==> config.mk <==
export PLATFORM = sky130hd
export DESIGN_NAME = draw_bg_scroll_flat
export DESIGN_NICKNAME = d
export VERILOG_FILES = /design/src/rtl/draw_bg_scroll_if.sv /design/src/rtl/draw_bg_scroll.sv /design/src/flat_wrapper.sv
export SDC_FILE = /design/constraint.sdc
export NUM_CORES = 1
export LEC_CHECK = 0
export CAP_MARGIN = 15
export CORE_ASPECT_RATIO = 0.6
export CORE_MARGIN = 2
export CORE_UTILIZATION = 45
export CTS_CLUSTER_SIZE = 20
export DETAILED_ROUTE_END_ITERATION = 8
export DONT_BUFFER_PORTS = 1
export PLACE_DENSITY = 0.66
export SLEW_MARGIN = 0
export SYNTH_ARGS = -nofsm -noshare
export SYNTH_HDL_FRONTEND = slang
export SYNTH_SLANG_ARGS = --single-unit
export TNS_END_PERCENT = 1
==> constraint.sdc <==
create_clock -name clk -period 2.7 [get_ports clk]
set_input_delay 0.405 -clock clk [delete_from_list [all_inputs] [get_ports clk]]
set_output_delay 0.405 -clock clk [all_outputs]
set_load 0.05 [all_outputs]
==> src/rtl/draw_bg_scroll_if.sv <==
// VGA timing + colour bundle shared by the draw chain stages (interface vga_if).
interface vga_if;
  logic [10:0] vcount;
  logic [10:0] hcount;
  logic        vsync;
  logic        hsync;
  logic        vblnk;
  logic        hblnk;
  logic [11:0] rgb;

  modport in  (input  vcount, hcount, vsync, hsync, vblnk, hblnk, rgb);
  modport out (output vcount, hcount, vsync, hsync, vblnk, hblnk, rgb);
endinterface

==> src/rtl/draw_bg_scroll.sv <==
// Background stage: coloured frame edges, vertically scrolling staggered brick fill, key passthrough.
// Optional odd-row brick shading is enabled by defining DRAW_BG_SCROLL_SHADE_EN.
//
// state  | meaning
// IDLE   | waiting for a vblnk rising edge
// UPDATE | one cycle inside vblank where the scroll position steps
module draw_bg_scroll #(
  parameter int          BORDER_W     = 1,
  parameter int          BRICK_W      = 32,
  parameter int          BRICK_H      = 16,
  parameter int          MORTAR_W     = 1,
  parameter int          SCROLL_W     = 10,
  parameter logic [11:0] FILL_COLOR   = 12'h452,
  parameter logic [11:0] MORTAR_COLOR = 12'h231,
  parameter logic [11:0] KEY_COLOR    = 12'h000,
  parameter int          HOR_PIXELS   = 1024,
  parameter int          VER_PIXELS   = 768
) (
  input  logic                clk,
  input  logic                rst_n,
  vga_if.in                   in,
  vga_if.out                  out,
  input  logic                scroll_en,
  input  logic [3:0]          scroll_step,
  input  logic                scroll_load,
  input  logic [SCROLL_W-1:0] scroll_load_val,
  output logic [SCROLL_W-1:0] scroll_pos
);

  localparam int LOG_BW = $clog2(BRICK_W);
  localparam int LOG_BH = $clog2(BRICK_H);

  localparam logic [10:0]       BORDER_LO = 11'(BORDER_W);
  localparam logic [10:0]       H_EDGE    = 11'(HOR_PIXELS - BORDER_W);
  localparam logic [10:0]       V_EDGE    = 11'(VER_PIXELS - BORDER_W);
  localparam logic [LOG_BW-1:0] HALF_BW   = LOG_BW'(BRICK_W / 2);
  localparam logic [LOG_BW-1:0] MORTAR_X  = LOG_BW'(MORTAR_W);
  localparam logic [LOG_BH-1:0] MORTAR_Y  = LOG_BH'(MORTAR_W);

  typedef enum logic {IDLE, UPDATE} state_t;

  state_t              state_q, state_d;
  logic                vblnk_d;
  logic [SCROLL_W-1:0] scroll_pos_d;

  logic [10:0]         s1_vcount, s1_hcount;
  logic                s1_vsync, s1_hsync, s1_vblnk, s1_hblnk;
  logic [11:0]         s1_rgb;
  logic [SCROLL_W-1:0] s1_y;

  logic                row_odd;
  logic [LOG_BW-1:0]   xs_low;
  logic                mortar;
  logic [11:0]         brick_color;
  logic [11:0]         color_d;

  // Scroll position FSM
  always_ff @(posedge clk or negedge rst_n) begin
    if (!rst_n) begin
      state_q    <= IDLE;
      vblnk_d    <= 1'b0;
      scroll_pos <= '0;
    end else begin
      state_q    <= state_d;
      vblnk_d    <= in.vblnk;
      scroll_pos <= scroll_pos_d;
    end
  end

  always_comb begin
    state_d      = state_q;
    scroll_pos_d = scroll_pos;
    case (state_q)
      IDLE: begin
        if (in.vblnk && !vblnk_d) state_d = UPDATE;
      end
      UPDATE: begin
        state_d = IDLE;
        if (scroll_en) scroll_pos_d = scroll_pos - SCROLL_W'(scroll_step);
      end
      default: state_d = IDLE;
    endcase
    // A load overrides any step, including the one due in UPDATE.
    if (scroll_load) scroll_pos_d = scroll_load_val;
  end

  // Stage 1: timing, upstream colour and scrolled row coordinate
  always_ff @(posedge clk or negedge rst_n) begin
    if (!rst_n) begin
      s1_vcount <= '0;
      s1_hcount <= '0;
      s1_vsync  <= 1'b0;
      s1_hsync  <= 1'b0;
      s1_vblnk  <= 1'b0;
      s1_hblnk  <= 1'b0;
      s1_rgb    <= '0;
      s1_y      <= '0;
    end else begin
      s1_vcount <= in.vcount;
      s1_hcount <= in.hcount;
      s1_vsync  <= in.vsync;
      s1_hsync  <= in.hsync;
      s1_vblnk  <= in.vblnk;
      s1_hblnk  <= in.hblnk;
      s1_rgb    <= in.rgb;
      s1_y      <= SCROLL_W'(in.vcount) + scroll_pos;
    end
  end

  // Odd brick rows are offset by half a brick to stagger the joints.
  assign row_odd = s1_y[LOG_BH];
  assign xs_low  = s1_hcount[LOG_BW-1:0] + (row_odd ? HALF_BW : '0);
  assign mortar  = (s1_y[LOG_BH-1:0] < MORTAR_Y) || (xs_low < MORTAR_X);

`ifdef DRAW_BG_SCROLL_SHADE_EN
  function automatic logic [11:0] shade(input logic [11:0] c);
    logic [11:0] r;
    for (int i = 0; i < 3; i++) begin
      r[i*4 +: 4] = (c[i*4 +: 4] == 4'h0) ? 4'h0 : c[i*4 +: 4] - 4'h1;
    end
    return r;
  endfunction

  assign brick_color = row_odd ? shade(FILL_COLOR) : FILL_COLOR;
`else
  assign brick_color = FILL_COLOR;
`endif

  always_comb begin
    color_d = brick_color;
    if (s1_vblnk || s1_hblnk)     color_d = 12'h000;
    else if (s1_vcount < BORDER_LO) color_d = 12'hff0;
    else if (s1_vcount >= V_EDGE)   color_d = 12'hf00;
    else if (s1_hcount < BORDER_LO) color_d = 12'h0f0;
    else if (s1_hcount >= H_EDGE)   color_d = 12'h00f;
    else if (s1_rgb != KEY_COLOR)   color_d = s1_rgb;
    else if (mortar)                color_d = MORTAR_COLOR;
  end

  // Stage 2: outputs
  always_ff @(posedge clk or negedge rst_n) begin
    if (!rst_n) begin
      out.vcount <= '0;
      out.hcount <= '0;
      out.vsync  <= 1'b0;
      out.hsync  <= 1'b0;
      out.vblnk  <= 1'b0;
      out.hblnk  <= 1'b0;
      out.rgb    <= '0;
    end else begin
      out.vcount <= s1_vcount;
      out.hcount <= s1_hcount;
      out.vsync  <= s1_vsync;
      out.hsync  <= s1_hsync;
      out.vblnk  <= s1_vblnk;
      out.hblnk  <= s1_hblnk;
      out.rgb    <= color_d;
    end
  end

endmodule

==> src/flat_wrapper.sv <==
// flat-port wrapper written by rule: the top's interface ports become plain ports
module draw_bg_scroll_flat 
#(
  parameter int          BORDER_W     = 1,
  parameter int          BRICK_W      = 32,
  parameter int          BRICK_H      = 16,
  parameter int          MORTAR_W     = 1,
  parameter int          SCROLL_W     = 10,
  parameter logic [11:0] FILL_COLOR   = 12'h452,
  parameter logic [11:0] MORTAR_COLOR = 12'h231,
  parameter logic [11:0] KEY_COLOR    = 12'h000,
  parameter int          HOR_PIXELS   = 1024,
  parameter int          VER_PIXELS   = 768
)
  (clk, rst_n, scroll_en, scroll_step, scroll_load, scroll_load_val, scroll_pos, in_vcount, in_hcount, in_vsync, in_hsync, in_vblnk, in_hblnk, in_rgb, out_vcount, out_hcount, out_vsync, out_hsync, out_vblnk, out_hblnk, out_rgb);
  vga_if in_i ();
  vga_if out_i ();
  input  logic clk;
  input  logic rst_n;
  input  logic scroll_en;
  input  logic [3:0] scroll_step;
  input  logic scroll_load;
  input  logic [SCROLL_W-1:0] scroll_load_val;
  output logic [SCROLL_W-1:0] scroll_pos;
  input wire logic [$bits(in_i.vcount)-1:0] in_vcount;
  input wire logic [$bits(in_i.hcount)-1:0] in_hcount;
  input wire logic [$bits(in_i.vsync)-1:0] in_vsync;
  input wire logic [$bits(in_i.hsync)-1:0] in_hsync;
  input wire logic [$bits(in_i.vblnk)-1:0] in_vblnk;
  input wire logic [$bits(in_i.hblnk)-1:0] in_hblnk;
  input wire logic [$bits(in_i.rgb)-1:0] in_rgb;
  output wire logic [$bits(out_i.vcount)-1:0] out_vcount;
  output wire logic [$bits(out_i.hcount)-1:0] out_hcount;
  output wire logic [$bits(out_i.vsync)-1:0] out_vsync;
  output wire logic [$bits(out_i.hsync)-1:0] out_hsync;
  output wire logic [$bits(out_i.vblnk)-1:0] out_vblnk;
  output wire logic [$bits(out_i.hblnk)-1:0] out_hblnk;
  output wire logic [$bits(out_i.rgb)-1:0] out_rgb;
  assign in_i.vcount = in_vcount;
  assign in_i.hcount = in_hcount;
  assign in_i.vsync = in_vsync;
  assign in_i.hsync = in_hsync;
  assign in_i.vblnk = in_vblnk;
  assign in_i.hblnk = in_hblnk;
  assign in_i.rgb = in_rgb;
  assign out_vcount = out_i.vcount;
  assign out_hcount = out_i.hcount;
  assign out_vsync = out_i.vsync;
  assign out_hsync = out_i.hsync;
  assign out_vblnk = out_i.vblnk;
  assign out_hblnk = out_i.hblnk;
  assign out_rgb = out_i.rgb;
  draw_bg_scroll #(.BORDER_W(BORDER_W), .BRICK_W(BRICK_W), .BRICK_H(BRICK_H), .MORTAR_W(MORTAR_W), .SCROLL_W(SCROLL_W), .FILL_COLOR(FILL_COLOR), .MORTAR_COLOR(MORTAR_COLOR), .KEY_COLOR(KEY_COLOR), .HOR_PIXELS(HOR_PIXELS), .VER_PIXELS(VER_PIXELS)) u_core (.clk(clk), .rst_n(rst_n), .in(in_i), .out(out_i), .scroll_en(scroll_en), .scroll_step(scroll_step), .scroll_load(scroll_load), .scroll_load_val(scroll_load_val), .scroll_pos(scroll_pos));
endmodule
==> summary.md <==
| Metric | Value |
|---|---|
| Peak supply drop | 0.460 mV |
| Sink Count | just over 90 |
| Maximum fanout along the worst path | 4 |
| Min Tclk post-route | around 2100 ps |
| Leakage | 0.00165 uW |
| Yosys reg bits | 92 |
| Hold Fails Final Rpt | 17 |
| Xor/xnor share of the synthesized area | under 10% |
| IO Port Bufs | 0 |
| Largest family of logic cells by synthesized area | simple AND/OR/NAND/NOR gates |
| Number of library cell types mapped by synthesis | just over 40 |
| Syn Inst Count | 240 |
| Most Frequent Cell on Critical Path | or3_1 |
| FILL cells | 559 |
| Final setup TNS | 0 ps |
| Synth Area in Compound Gates | 10.3% |
| Post-layout util | 54.2% |
| R2r setup slk | 640 ps |
| CTS Buf Count | 9 |
| Slew Limit Headroom | 54.0% |
| Final slew viol count | 0 |
| Multiplexer share of the synthesized area | 0% |
| First-pass detailed-route iteration total | 4 |
| H-tree depth | 3 |
| Initial antenna violation count | 1 |
| DIE WIDTH | 114 um |
| Syn avg cell area | 13.5 sq um |
| Worst reg-to-reg path cell count | 4 |
| Crit path largest cell delay | 600 ps |
| Class of the worst hold path | primary input to asynchronous set/reset pin |
| 1st-iter DRT viols | 135 |
| Max Cap Viol | 0 |
| Register area | 2300 sq um |
| Clock skew | 4.74 ps |
| Crit Reg-Reg Endpoint | u_core.scroll_pos[9] |
| Via count of the first global-routing pass | 1,867 |
| Simple-gate share of the synthesized area | 10.6% |
| All-layer global routing usage | 16.8% |
| Clk root buf | clkbuf_16 |
| Worst-path clk slew | 60 ps |
| Failing checks | hold timing |
| Area occupied by multi-input gates | about 860 sq um |
| Worst setup SP type | register |
| Worst-Margin Slew | ~700 ps |
| Post-synth EDFFs | 0 |
| CTS tree | done |
| Post-DP HPWL | 4560 um |
| Worst reg2reg startpoint | u_core.scroll_pos[7] |
| Pin count of the biggest net entering global routing | slightly above 90 |
| CP Class | register to register |
| Seq/Total Area, Yosys | 71.0% |
| Clk buf depth | 2 |
| CP required | 2950 ps |
| Area Overhead vs Synth | 14.0% |
| WL per Instance | around 18 um |
| Crit-path cells | or4_4 -> or3_1 -> or3_1 -> a31oi_1 |
| Final period util | 76.2% |
| Routed Antenna Nets | 0 |
| Die Height | 69.7 um |
| Slowest-stage cell, CP | or4_4 |
| GPL Wtd Cong | 0.843 |
| Vias post-DR | 1,870 |
| RSZ-0062 raised after global routing | no |
| Initial Util | 47.5% |
| Top Ports | ~100 |
| Status | complete, but fails checks |
| CP bufs+invs | 0 |
| Critical path arrival | roughly 2300 ps |
| Final Setup Violations | 0 |
| GRT Residual Overflow | 0 |
| Critical Path Sink Type | register |
| Pwr Density | 831 nW/um^2 |
| Ys Warns | 0 |
| Fin nets | roughly 320 |
| Skew-Pair Late Insertion Delay | 330 ps |
| Core Footprint | 6820 sq um |
| Main synth FF type | dfrtp_1 |
| Cell class contributing the biggest share of worst-path delay | simple AND/OR/NAND/NOR gates |
| Post-cts resize count | 0 |
| Ys async rst share | 100% |
| Hold_ws | -7.93 ps |
| Drt total wl | roughly 6300 um |
| Cell Rows | 23 |
| First-pass GRT wire length | 10,000 um |
| Residual DRC | 0 |
| Synth Area in Adders | 4.32% |
| Peak Freq | 486 MHz |
| Post-Syn Nets | 306 |
| DR vias/cell | about 5.4 |
| Die area | 7920 sq um |
| Mapped Area | 3240 sq um |
| Layout cell share with drive strength beyond 1 | 10.1% |
## cell usage after synthesis, drive strengths merged (5+ instances only)
library cell  number  share of area (%)
a211oi             5                1.2
a21oi             14                2.2
a31oi              5               0.96
clkbuf             6               0.69
dfrtp             92                 71
ha                 8                3.1
inv               15                1.7
nand2              7               0.81
nor2              12                1.4
nor4               9                1.7
o21ai             10                1.5
## layout by cell type (no fill, tap or decap), drive strengths merged, types with 5 or more instances in the layout
| cell | netlist | routed |
|---|---|---|
| a211oi | 5 | 5 |
| nand2 | 7 | 7 |
| buf | 0 | 8 |
| nor2 | 12 | 12 |
| nor4 | 9 | 9 |
| o21ai | 10 | 10 |
| a21oi | 14 | 14 |
| inv | 15 | 16 |
| a31oi | 5 | 5 |
| ha | 8 | 8 |
| clkbuf | 6 | 12 |
| dfrtp | 92 | 92 |
## routing by layer
metal  vias to the layer above  track usage [%]  share of wire, %
met2                        78             22.0                41
met4                         0             4.47              0.52
met1                       904             24.9                49
met5                         -                0                 0
li1                        884                -                 -
met3                         4             8.13               9.2
## where the power goes
group          leakage (uW)  internal, uW  switching (uW)  total [uW]
Combinational      0.000417          87.2             152         239
Sequential          0.00110          1470             169        1640
Clock              0.000141           718             478        1200
## repair_timing
action                     in CTS  in global routing
setup buffers                   0                  0
hold endpoints to repair       92                  0
hold buffers                    1                  0
setup endpoints to repair       0                  0
## worst max-delay path by stage
stage | start | endpoint | slack (ps) | cells past startpoint
global placement | u_core.scroll_pos[7] | u_core.scroll_pos[9] | 690 | 4
floorplan | u_core.scroll_pos[1] | u_core.scroll_pos[5] | 540 | 5
global route | u_core.scroll_pos[7] | u_core.scroll_pos[9] | 560 | 4
CTS | u_core.scroll_pos[7] | u_core.scroll_pos[9] | 650 | 4
finish | u_core.scroll_pos[7] | u_core.scroll_pos[9] | 640 | 4
detailed placement | u_core.scroll_pos[7] | u_core.scroll_pos[9] | 660 | 4
## kinds of logic (layout without fill, tap and decap cells)
group / after synthesis / count (layout)
compound gates: 52 / 52
xor+xnor: 5 / 5
fa+ha+maj: 10 / 10
buf+inv: 21 / 39
flops: 92 / 92
other cells: 0 / 1
simple gates: 60 / 60
## area by class of cell
class	instances	area share, %
timing repair buffer	8	2.17
inverter	15	1.52
multi-input combinational	127	23.3
clock inverter	4	1.32
clock buffer	12	6.40
tap	87	2.95
sequential	92	62.3
antenna	1	0.0677
## metrics by stage
stage	total power [uW]	std cells	instance area, sq um	worst slack (ps)
6_report	3070	346	3700	643
3_3_place_gp	1870	328	3380	689
5_1_grt	3200	346	3700	556
2_1_floorplan	1810	240	3240	539
3_5_place_dp	1870	328	3380	659
4_1_cts	3100	345	3690	650
## registers in the layout, indices dropped and copies added, names as in the netlist, 5 cells and up
register / count
u_core.out.vcount: 11
u_core.s1_vcount: 11
u_core.s1_y: 5
u_core.out.hcount: 11
u_core.scroll_pos: 10
u_core.s1_rgb: 12
u_core.out.rgb: 12
u_core.s1_hcount: 11
Note: power is estimated with default switching activity, not from simulation.
